$ cat src/rtl/fetch_unit.sv
// Instruction fetch stage: owns the fetch PC, reads instruction memory one word at a time and
// buffers {instr, pc} pairs in an in-order queue drained by decode; redirect flushes and restarts.
module fetch_unit #(
    parameter int unsigned DEPTH    = 2,
    parameter logic [31:0] RESET_PC = 32'h0000_0000
) (
    input  logic        clock,
    input  logic        reset,
    input  logic        redirect,
    input  logic [31:0] redirect_pc,
    output logic        mem_ren,
    output logic [31:0] mem_addr,
    input  logic [31:0] mem_rdata,
    input  logic        mem_ready,
    output logic [31:0] instr,
    output logic [31:0] instr_pc,
    output logic        instr_valid,
    input  logic        instr_ready
);

    localparam int unsigned AW = (DEPTH > 1) ? $clog2(DEPTH) : 1;
    localparam int unsigned CW = AW + 1;

    logic [31:0]   fetch_pc;
    logic [AW-1:0] head;
    logic [AW-1:0] tail;
    logic [CW-1:0] count;

    logic [31:0]   instr_mem [DEPTH];
    logic [31:0]   pc_mem    [DEPTH];

    logic          push;
    logic          pop;

    // Low address bits of a redirect target are dropped; word alignment is forced.
    logic          unused_rpc_bits;
    assign unused_rpc_bits = ^redirect_pc[1:0];

    assign mem_ren     = reset & ~redirect & (count < CW'(DEPTH));
    assign mem_addr    = fetch_pc;
    assign instr_valid = (count != '0);

    // Push/pop are qualified by redirect so a flush discards both.
    assign push = mem_ren & mem_ready;
    assign pop  = instr_valid & instr_ready & ~redirect;

    always_comb begin
        instr    = 32'h0;
        instr_pc = 32'h0;
        if (instr_valid) begin
            instr    = instr_mem[head];
            instr_pc = pc_mem[head];
        end
    end

    always_ff @(posedge clock or negedge reset) begin
        if (!reset) begin
            fetch_pc <= RESET_PC;
            head     <= '0;
            tail     <= '0;
            count    <= '0;
        end else if (redirect) begin
            fetch_pc <= {redirect_pc[31:2], 2'b00};
            head     <= '0;
            tail     <= '0;
            count    <= '0;
        end else begin
            if (push) begin
                tail     <= tail + 1'b1;
                fetch_pc <= fetch_pc + 32'd4;
            end
            if (pop) begin
                head <= head + 1'b1;
            end
            case ({push, pop})
                2'b10:   count <= count + 1'b1;
                2'b01:   count <= count - 1'b1;
                default: count <= count;
            endcase
        end
    end

    // Queue payload needs no reset: outputs are masked while the queue is empty.
    always_ff @(posedge clock) begin
        if (push) begin
            instr_mem[tail] <= mem_rdata;
            pc_mem[tail]    <= fetch_pc;
        end
    end

endmodule

$ cat config.mk
export PLATFORM = sky130hd
export DESIGN_NAME = fetch_unit
export DESIGN_NICKNAME = d
export VERILOG_FILES = /design/src/rtl/fetch_unit.sv
export SDC_FILE = /design/constraint.sdc
export NUM_CORES = 1
export LEC_CHECK = 0
export CORE_ASPECT_RATIO = 0.5
export CORE_MARGIN = 5
export CORE_UTILIZATION = 49
export DETAILED_ROUTE_END_ITERATION = 10
export PLACE_DENSITY = 0.8
export SLEW_MARGIN = 20
export SYNTH_ARGS = -nofsm -noshare
export SYNTH_HDL_FRONTEND = slang
export SYNTH_SLANG_ARGS = --single-unit
$ cat constraint.sdc
create_clock -name clock -period 6.75 [get_ports clock]
set_input_delay 0.675 -clock clock [delete_from_list [all_inputs] [get_ports clock]]
set_output_delay 0.675 -clock clock [all_outputs]
set_load 0.05 [all_outputs]
==> results of run 1 <==
routing by layer:
layer,vias to the layer above,wire [um]
met5,-,0
met1,2302,6210
met3,27,819
li1,2195,-
met4,0,303
met2,161,8340
registers in the layout, indices dropped and copies added, names as in the netlist:
| register | cells |
|---|---|
| instr_mem | 64 |
| pc_mem | 60 |
| mem_addr | 30 |
| count | 2 |
| head | 1 |
| tail | 1 |
metrics by stage:
stage	total power, mW	util (%)
finish	2.44	67.0
global route	2.52	67.0
CTS	2.46	67.0
detailed placement	1.51	62.7
global placement	1.51	62.7
floorplan	1.37	-
layout by cell type, fill, tap and decap left out, types with 2 or more instances in the layout:
cell type and instances:
sky130_fd_sc_hd__clkdlybuf4s50_1 159, sky130_fd_sc_hd__edfxtp_1 124, sky130_fd_sc_hd__nor2_1 85, sky130_fd_sc_hd__mux2i_1 63
sky130_fd_sc_hd__dfrtp_1 33, sky130_fd_sc_hd__nand2_1 19, sky130_fd_sc_hd__clkbuf_16 17, sky130_fd_sc_hd__o21ai_0 16
sky130_fd_sc_hd__or4_1 16, sky130_fd_sc_hd__a31oi_1 16, sky130_fd_sc_hd__nand3_1 12, sky130_fd_sc_hd__o31ai_1 12
sky130_fd_sc_hd__nand4_1 10, sky130_fd_sc_hd__xnor2_1 8, sky130_fd_sc_hd__inv_1 7, sky130_fd_sc_hd__buf_4 6
sky130_fd_sc_hd__or3_1 5, sky130_fd_sc_hd__clkinvlp_4 5, sky130_fd_sc_hd__nor2b_1 4, sky130_fd_sc_hd__nor4_1 4
sky130_fd_sc_hd__nor3_1 4, sky130_fd_sc_hd__conb_1 4, sky130_fd_sc_hd__inv_6 4, sky130_fd_sc_hd__clkinv_1 3
sky130_fd_sc_hd__nand4b_1 3, sky130_fd_sc_hd__xor2_1 3, sky130_fd_sc_hd__nand3b_1 2, sky130_fd_sc_hd__nor3b_1 2
sky130_fd_sc_hd__and4_1 2, sky130_fd_sc_hd__a21oi_1 2, sky130_fd_sc_hd__bufinv_16 2
cell type report:
type | instances | share of cell area, %
multi-input combinational | 309 | 21.9
timing repair buffer | 166 | 18.2
tap | 176 | 2.44
clock buffer | 17 | 4.71
sequential | 158 | 50.7
clock inverter | 15 | 1.77
inverter | 8 | 0.332
critical path, delay by kind of cell (launching register included):
family        cells  cell delay, ns
buf+inv           2            1.55
flops             1            0.59
mux               1            0.19
simple gates      1            0.15
where the power goes:
group	switching (mW)	total [mW]	leakage [nW]	internal, mW
registers	0.0443	1.14	1.52	1.09
logic	0.224	0.356	1.20	0.132
clock network	0.396	0.945	0.270	0.549
logic make-up after synthesis:
| logic type | Yosys count | share of synthesized area [%] |
|---|---|---|
| xor gates and xnor gates | 11 | 1.44 |
| DFF | 158 | 68.1 |
| buffers and inverters | 41 | 2.76 |
| and+or+nand+nor | 178 | 13.1 |
| other | 1 | 0.0559 |
| adders and majority gates | 1 | 0.186 |
| AOI/OAI and AO/OA | 52 | 4.94 |
| muxes | 63 | 9.39 |
how the worst max path moves through the flow:
| stage | depth (start not counted) | endpoint | slack, ns |
|---|---|---|---|
| global route | 4 | instr_pc[11] | 2.95 |
| floorplan | 4 | instr_mem[0][0] | 0.67 |
| global placement | 5 | instr_mem[1][26] | 2.97 |
| finish | 4 | instr_pc[7] | 3.04 |
| CTS | 4 | instr_pc[11] | 3.05 |
| detailed placement | 5 | instr_mem[1][26] | 2.97 |
==> results list, run 1 <==
- Result of the run: finished clean
- Sorting the synthesized cells by area gives the leading types as sky130_fd_sc_hd__edfxtp_1 (55%), sky130_fd_sc_hd__dfrtp_1 (13%), sky130_fd_sc_hd__mux2i_1 (9.4%).
- At the worst endpoint, the required time is 6.07 ns.
- Counting flops with a built-in enable in the synthesized netlist gives 124.
- Violation count after the first detailed-route iteration: 315
- Max-Slew Margin vs Limit: 37.9%
* Crit path launch: head
- The count of final hold-check violations came to 0.
- Number of synthesis warnings: 0
- For the final routed database, the setup TNS stands at 0 ns.
- The first detailed-routing pass took 5 iterations.
* Worst Slack Setup Final: 3.04 ns
- Die Outline Area: 16300 um2
- In this run the static leakage power is 2.99 nW.
- Hold slack final: 0.361 ns
- The netlist uses 44 different library cells.
- Global routing consumed, on the met2 layer, 34.4% of the routing resources.
* Clock net sink count: 158
- Synthesis produced 505 cells.
- Horizontal extent of the die: 176 um
* Final count of negative-setup-slack endpoints: 0
- Of the cells placed in the final design, the portion with a size suffix greater than 1 is 6.39%.
* Dominant synthesized flop cell: sky130_fd_sc_hd__edfxtp_1
- Clk pin slew, worst setup/hold paths: 0.06 ns
- In this design, the stage delay of the slowest critical-path cell is 0.84 ns.
- Non-Filler Cell Area, Final: 9030 um2
- Number of buffers inserted during clock tree synthesis: 17
- DRC violation count after routing: 0
* All-Layer GR Usage: 19.2%
* Fin Clk Skew: 0.00724 ns
- RePlAce Congestion: 0.789
- Net count reported at finish: 730
- The worst hold path belongs to the class primary input to async pin.
* TritonCTS clock tree: done
- Worst setup SP type: register
* Number of maximum-capacitance violations: 0
- Number of buffers added on ports: 160
* Post-route minimum period: 3.71 ns
- The H-tree generated during clock tree synthesis spans 4 levels.
- Sorting the synthesized cells by how often they occur yields sky130_fd_sc_hd__edfxtp_1 (124), sky130_fd_sc_hd__nor2_1 (86), sky130_fd_sc_hd__mux2i_1 (63), sky130_fd_sc_hd__dfrtp_1 (34), sky130_fd_sc_hd__clkbuf_1 (25).
- For this configuration, the core starts out at a cell density of 49.8%.
* Seq cells post-synth: 158
* Pre-CTS setup slack: 2.97 ns
* Post-synthesis to final-layout area growth: 34.6%
* R2r setup slk: 4.12 ns
* Final cycle utilization of the critical path: 54.9%
- The die is 92.8 um tall.
* Library cell occupying the most area in the post-synthesis netlist: sky130_fd_sc_hd__edfxtp_1
- The initialized floorplan defines 30 standard-cell rows.
* Worst reg2reg endpoint: instr_mem[1][19]
* Post-synth top area share: 55.5%
* Final count of pins violating max slew: 0
* Combined area of the multi-input logic cells: 1980 um2
* Depth of the worst register-to-register path: 3
- Max Root-Sink Buffers: 2
- Based on the critical path, the design can be clocked at up to 270 MHz.
- Entering global routing, the biggest net connects 64 pins.
- The routed design has 15700 um of wire.
* # IOs: 167
- HPWL after DPL: 10300 um
- The setup path with the least slack is of type register to output port.
* Crit-path max FO: 50
- After synthesis the cells add up to 6710 um2.
- At the pin with the least slew margin, the transition time is 0.931 ns.
- After clock tree synthesis, the repair step resized 0 gates.
* Share of synthesized area occupied by flip-flops and latches: 68.1%
- After the flow finishes, the layout carries non-filler instances totaling 849.
* Most Crowded Layer GR: met2
- Critical path cell sequence: buf_4, mux2i_1, nor2_1, clkdlybuf4s50_1
- VDD sags by at most 0.155 mV.
- Clock insertion delay at the later pin of the skew report: 0.42 ns
* Number of antenna violations at the first check in global routing: 0
- STA classifies the critical path endpoint as an output port.
- Across all layers, the routed design uses 4685 vias.
* Fraction of met3 tracks used by global routing: 3.63%
- After filler insertion, the fill cell instance count of the layout stands at 968.
* Async SR Flop Fraction: 21.5%
- The worst register-to-register path begins at count[1].
- Met1 layer usage reported by global route: 23.4%
- Power per standard cell area: 270 nW/um2
- Setup repair after global routing missed its margin: no
* Slowest stage cell, crit path: sky130_fd_sc_hd__clkdlybuf4s50_1
- Number of hold buffers added after cts: 0
- The number of antenna diodes in the final layout is 0.
* Via count of the first global-routing pass: 4684
* Worst path arrival time: 3.03 ns
- Averaged over all synthesized cells, the footprint is 13.3 um2.
- Summing all placed instances gives a cell area of 8450 um2.
* Buffer cell driving the clock tree root: sky130_fd_sc_hd__clkbuf_16
* Average wire length per cell after detail routing: 18.5 um
- Drt via density: 5.52
- After detailed placement, the design holds a cell count of 817.
* Reg area: 4580 um2
- Residual antenna-violating net count after detailed routing: 0
- Most common cell in the netlist: sky130_fd_sc_hd__edfxtp_1
* Number of setup buffers added after CTS: 0
- Total congestion overflow after global routing: 0
* Global-route wire length before repair: 24500 um
- Placeable Area: 13500 um2
(Power assumes the default switching activity.)
==> run 2: changes to the inputs <==
Clock period 6.75 ns to 3.7 ns, I/O delays scaled along.
==> results list, run 2 (synthesis results as in run 1) <==
- Number of antenna violations at the first check in global routing: 0 (unchanged)
- The signal on the critical path passes through buf_4, mux2i_1, nor2_1, clkdlybuf4s50_1.
- The sequential cell area was 4580 um2 (unchanged).
- Leading cell type in the layout, fill and taps excluded: sky130_fd_sc_hd__clkdlybuf4s50_1
- The starting utilization of the core area is 49.8% (unchanged).
* Result of the run: finished clean
- The cell row count came to 30 (unchanged).
- The reported leakage power was 3.05 nW (+1.8%).
* Critical setup path kind: register to output port
- Timing would allow up to 333 MHz.
- The clock sink count is 158 (unchanged).
- The routed design could run at a clock period as short as 3.00 ns.
* Number of maximum-capacitance violations: 0 (unchanged)
* Flip-flop count of the largest register, all copies and words added: 64 (unchanged)
* Pin count of the biggest net entering global routing: 63 (-1.6%)
* Required time worst endpoint: 3.33 ns (-2.74 ns)
- The fraction of final layout cells sized beyond drive strength 1 came to 6.79% (+0.41 points).
- Number of hold buffers added after cts: 1 (+1)
- Highest-count cells in the layout ignoring fill and taps: sky130_fd_sc_hd__clkdlybuf4s50_1 (159), sky130_fd_sc_hd__edfxtp_1 (124), sky130_fd_sc_hd__nor2_1 (85)
- The number of failing setup endpoints in the final timing report is 0 (unchanged).
- The post-cts resize count came to 0 (unchanged).
- Max Root-Sink Buffers: 2 (unchanged)
* Die Outline Area: 16300 um2 (unchanged)
- The number of max-slew violations in the final report came to 0 (unchanged).
- The worst ir drop on vdd was 0.336 mV (+120%).
* Slowest stage cell, crit path: sky130_fd_sc_hd__dfrtp_4
- The count of input and output buffers was 160 (unchanged).
* Drt via density: 5.52 (about the same)
- Total congestion overflow after global routing: 0 (unchanged)
* Critical Path Sink Type: output port
- All-Layer GR Usage: 19.5% (+0.28 points)
* CTS H-Tree Depth: 4 (unchanged)
- The number of design-rule violations left by the first detailed-router iteration came to 291 (-7.6%).
- The number of design rule violations left after detail routing is 0 (unchanged).
- The arrival time of data at the critical path endpoint was 2.63 ns (-0.40 ns).
- TNS Setup: 0 ns (unchanged)
- Setup repair after global routing missed its margin: no
- Worst setup SP type: register
* Horizontal extent of the die: 176 um (unchanged)
- Final cycle utilization of the critical path: 81.1%
- Final Util: 67.9% (+0.83 points)
- Fin Clk Skew: 0.0110 ns (+0.00378 ns)
- Post-synthesis to final-layout area growth: 36.2%
* Drt pass-1 iters: 5 (unchanged)
* Highest cell delay on the worst timing path: 0.84 ns (about the same)
* Power per standard cell area: 500 nW/um2 (+85%)
- Clock insertion delay at the later pin of the skew report: 0.41 ns (about the same)
- Global-route wire length before repair: 25000 um (+1.9%)
- Total wirelength of the detailed-routed design: 15900 um (+1.6%)
- In this run the worst hold path is classified as primary input to async pin.
- The count of final hold-check violations came to 0 (unchanged).
* Number of buffers inserted during clock tree synthesis: 17 (unchanged)
- The via count of the routed design is 4708 (+0.49%).
* Combined area of the multi-input logic cells: 1980 um2 (+0.32%)
* Measured slew at the worst slew-check pin: 0.683 ns (-0.248 ns)
* Max-Slew Margin vs Limit: 54.0% (+16 points)
* ANT cells: 0 (unchanged)
- Via count of the first global-routing pass: 4747 (+1.3%)
- Average wire length per cell after detail routing: 18.7 um (+1.1%)
- Clk pin slew, worst setup/hold paths: 0.07 ns (about the same)
- Die Y-Extent: 92.8 um (unchanged)
- Residual antenna-violating net count after detailed routing: 0 (unchanged)
- Buffer cell driving the clock tree root: sky130_fd_sc_hd__clkbuf_16
- # IOs: 167 (unchanged)
- The routability congestion estimate is 0.748 (-5.3%).
- Number of setup buffers added after CTS: 0 (unchanged)
- Crit-path max FO: 32 (-36%)
- The post-layout net count was 734 (+0.55%).
* TritonCTS clock tree: done
- The half-perimeter wire length after detailed placement is 10400 um (+0.78%).
* Placeable Area: 13500 um2 (unchanged)
* Number of fillers in the final layout: 966 (-0.21%)
- More flip-flops sit in one register than any other, and that register is instr_mem.
run 2: changes by cell type in the layout (fill, tap and decap cells not counted):
cell	delta
sky130_fd_sc_hd__nor3_4	+1
sky130_fd_sc_hd__bufinv_16	+2
sky130_fd_sc_hd__dlygate4sd3_1	+1
sky130_fd_sc_hd__clkinv_1	-2
sky130_fd_sc_hd__inv_8	-1
sky130_fd_sc_hd__clkinvlp_4	-2
sky130_fd_sc_hd__clkbuf_1	+2
sky130_fd_sc_hd__buf_12	+3
sky130_fd_sc_hd__nor3_2	-1
sky130_fd_sc_hd__clkinv_2	+2
sky130_fd_sc_hd__clkinv_4	+1
sky130_fd_sc_hd__inv_6	-2
run 2: metrics by stage:
stage          std cells  worst slack, ns  hold WS, ns  instance area, um2  total power, mW
6_report             853            0.700        0.479                9150             4.57
5_1_grt              853            0.591        0.500                9150             4.71
4_1_cts              853            0.678        0.491                9150             4.59
3_5_place_dp         820             1.09        0.341                8510             2.77
3_3_place_gp         820             1.09        0.331                8510             2.76
2_1_floorplan        508            0.745       0.0744                6740             2.49
run 2: power by group:
group | total [mW] | leakage [nW] | switching [mW] | internal, mW
sequential | 2.08 | 1.52 | 0.0880 | 2.00
clock | 1.84 | 0.294 | 0.706 | 1.13
combinational | 0.651 | 1.23 | 0.403 | 0.248
run 2: path summary, 6_finish.rpt:
| check | from | cells past startpoint | end | slack, ns |
|---|---|---|---|---|
| max in group asynchronous | reset | 3 | head | 2.58 |
| min in group clock | redirect_pc[3] | 3 | mem_addr[3] | 0.52 |
| worst max-delay path | head | 4 | instr[24] | 0.70 |
| worst min-delay path | reset | 2 | mem_addr[2] | 0.48 |
| worst max register to register | mem_addr[2] | 5 | mem_addr[18] | 1.20 |
| worst min register to register | mem_addr[31] | 0 | pc_mem[1][31] | 0.56 |
run 2: area by class of cell:
| type | instances | share of cell area (%) |
|---|---|---|
| sequential | 158 | 50.1 |
| clock inverter | 13 | 2.05 |
| timing repair buffer | 170 | 18.7 |
| multi-input combinational | 309 | 21.7 |
| clock buffer | 19 | 4.73 |
| tap | 176 | 2.41 |
| inverter | 8 | 0.328 |
run 2: routing by layer:
metal / global-route usage, % / vias to the layer above / wire [um]
met4: 6.03 / 0 / 201
li1: - / 2198 / -
met3: 2.98 / 19 / 754
met1: 23.9 / 2337 / 6530
met5: 0 / - / 0
met2: 35.8 / 154 / 8430
run 2: critical path, delay by kind of cell, from the launching register on:
| kind | cells | cell delay [ns] |
|---|---|---|
| simple gates | 1 | 0.10 |
| buf+inv | 2 | 1.15 |
| flops | 1 | 0.84 |
| mux | 1 | 0.10 |
==> run 3: changes to the inputs <==
Settings changed: CORE_UTILIZATION 49 to 45, PLACE_DENSITY 0.8 to 0.77.
Clock period 3.7 ns to 2.7 ns, I/O delays scaled along.
==> results list, run 3 (synthesis results as in run 1) <==
* Result of the run: finished clean
- Worst setup SP type: register
* Final count of pins violating max slew: 0 (unchanged)
* Crit-path max FO: 21 (-34%)
* Measured slew at the worst slew-check pin: 0.642 ns (-0.0411 ns)
* Pwr Total: 6.32 mW (+38%)
* Switching part of the total: 25.8% (-0.35 points)
* CTS H-Tree Depth: 4 (unchanged)
- The count of fill cells added during filler insertion is 1096 (+13%).
* Total via count in the routed design: 4687 (-0.45%)
* Number of buffers inserted during clock tree synthesis: 17 (unchanged)
- The number of flip-flops in the largest register was 64 (unchanged).
- The largest stage delay on the critical path is 0.84 ns (about the same).
- The routability congestion estimate was 0.782 (+4.5%).
- HPWL after DPL: 10600 um (+2.1%)
- The number of design rule violations left after detail routing came to 0 (unchanged).
- # IOs: 167 (unchanged)
* Total wirelength of the detailed-routed design: 16000 um (+0.64%)
- Residual antenna-violating net count after detailed routing: 0 (unchanged)
- Non-Filler Cell Area, Final: 9250 um2 (+1.2%)
- Static Leak: 3.24 nW (+6.2%)
- The antenna diode count came to 0 (unchanged).
- Pin count of the biggest net entering global routing: 63 (unchanged)
* Placeable Area: 14500 um2 (+7.9%)
* Via count of the first global-routing pass: 4716 (-0.65%)
- Highest attainable clock frequency: 377 MHz
- Traced cell by cell, the critical path runs through buf_12, mux2i_1, nor2_1, clkdlybuf4s50_1.
* Highest-count cells in the layout ignoring fill and taps: sky130_fd_sc_hd__clkdlybuf4s50_1 (132), sky130_fd_sc_hd__edfxtp_1 (124), sky130_fd_sc_hd__nor2_1 (85)
- More flip-flops sit in one register than any other, and that register is instr_mem.
* P_sw: 1.63 mW (+36%)
- Comb pwr share: 14.5% (+0.3 points)
- Clock insertion delay at the later pin of the skew report: 0.41 ns (about the same)
- In this run the worst hold path is classified as primary input to register.
- The max-slew headroom at the worst pin was 56.8% (+2.8 points).
- Die Y-Extent: 96.4 um (+3.9%)
- The first-pass GRT wire length was 24500 um (-1.9%).
- TritonCTS clock tree: done
- Number of antenna violations at the first check in global routing: 0 (unchanged)
- Placement Cell Area: 8560 um2 (+0.59%)
* Number of maximum-capacitance violations: 0 (unchanged)
- The number of failing setup endpoints in the final timing report is 0 (unchanged).
- The number of search-and-repair iterations in the first detailed-routing pass was 5 (unchanged).
- The setup path with the least slack is of type register to output port.
- The cell row count is 31 (+3.3%).
- The maximum clock path buffer count was 2 (unchanged).
- Power per standard cell area: 684 nW/um2 (+37%)
- The internal power contribution was 4.69 mW (+39%).
- The proportion of power drawn by the clock network is 40.5% (+0.3 points).
- The required time at the worst-slack endpoint came to 2.43 ns (-0.90 ns).
* Clk pin slew, worst setup/hold paths: 0.06 ns (about the same)
* Die Outline Area: 17600 um2 (+8.1%)
- The worst hold margin came to 0.424 ns (-0.0548 ns).
- Largest voltage drop on the vdd net: 0.514 mV (+53%)
* Violation count after the first detailed-route iteration: 298 (+2.4%)
- The fraction of final layout cells sized beyond drive strength 1 was 10.8% (+4.0 points).
- Final hold violation count: 0 (unchanged)
- Drt via density: 5.32 (-3.6%)
- The global router's overall resource usage came to 17.9% (-1.6 points).
- Clock net sink count: 158 (unchanged)
* Post-route minimum period: 2.65 ns
- Reg power frac: 45.0% (-0.6 points)
- Slowest stage cell, crit path: sky130_fd_sc_hd__clkdlybuf4s50_1
- Leading cell type in the layout, fill and taps excluded: sky130_fd_sc_hd__clkdlybuf4s50_1
- The arrival time of data at the critical path endpoint came to 2.38 ns (-0.25 ns).
- Number of buffers added on ports: 160 (unchanged)
- Buffer cell driving the clock tree root: sky130_fd_sc_hd__clkbuf_16
- Total congestion overflow after global routing: 0 (unchanged)
* Average wire length per cell after detail routing: 18.2 um (-2.6%)
* Fin Clk Skew: 0.00946 ns (-0.00156 ns)
- The starting utilization of the core area came to 46.2% (-3.7 points).
- Post-synthesis to final-layout area growth: 37.8%
* Horizontal extent of the die: 183 um (+4.1%)
* Final cycle utilization of the critical path: 98.3%
* Critical Path Sink Type: output port
- The post-layout net count is 740 (+0.82%).
run 3: changes by cell type in the layout (fill, tap and decap cells not counted), sizes merged:
cell | previous run | this run
inv | 9 | 8
clkdlybuf4s50 | 159 | 132
buf | 10 | 37
clkinv | 5 | 4
clkbuf | 19 | 20
clkinvlp | 3 | 4
dlymetal6s2s | 0 | 6
run 3: power groups by stage:
stage          clock network (mW)  logic [mW]  registers [mW]
2_1_floorplan                   0       0.413            3.01
3_3_place_gp                    0       0.904            2.89
3_5_place_dp                    0       0.916            2.90
4_1_cts                      2.60       0.920            2.85
5_1_grt                      2.73       0.965            2.86
6_report                     2.56       0.917            2.85
run 3: routing by layer:
metal  vias up  GRT usage [%]  share of wire [%]
met1      2324           22.1                 42
met4         0           5.49               0.90
li1       2221              -                  -
met5         -              0                  0
met2       130           32.8                 53
met3        12           2.91                3.9
run 3: what timing repair did:
action,in CTS,in global routing
hold buffers,1,0
setup buffers,0,1
endpoints found under the hold margin,34,0
gates resized for setup,0,6
endpoints found under the setup margin,0,12
run 3: layout make-up:
| class | count | area [um2] | share of cell area, % |
|---|---|---|---|
| Sequential cell | 158 | 4580 | 49.5 |
| Clock inverter | 12 | 185 | 2.00 |
| Clock buffer | 20 | 457 | 4.94 |
| Multi-Input combinational cell | 309 | 1980 | 21.4 |
| Tap cell | 198 | 248 | 2.68 |
| Timing Repair Buffer | 176 | 1770 | 19.1 |
| Inverter | 8 | 30.0 | 0.325 |
run 3: worst paths after layout:
path | startpoint | end | slack [ns] | cells after the start
max | head | instr_pc[15] | 0.05 | 4
min reg2reg | mem_addr[31] | pc_mem[1][31] | 0.56 | 0
min | redirect_pc[2] | mem_addr[2] | 0.42 | 3
max reg2reg | mem_addr[2] | mem_addr[22] | 0.25 | 5
max in group asynchronous | reset | head | 1.82 | 3
min in group asynchronous | reset | mem_addr[26] | 0.52 | 3
run 3: stage by stage:
step | setup TNS (ns) | worst slack (ns) | utilization, % | instances
after global routing | -0.0347 | -0.0347 | 63.6 | 881
after detailed placement | 0 | 0.245 | 58.9 | 847
after global placement | 0 | 0.298 | 58.9 | 847
final | 0 | 0.0456 | 63.6 | 881
after floorplan | 0 | 0.0161 | - | 508
after CTS | 0 | 0.0327 | 63.4 | 880
run 3: critical path: cells and delay by family, from the launching register on:
kind,cells,cell delay [ns]
buffers and inverters,2,1.09
DFF,1,0.67
muxes,1,0.10
and+or+nand+nor,1,0.10
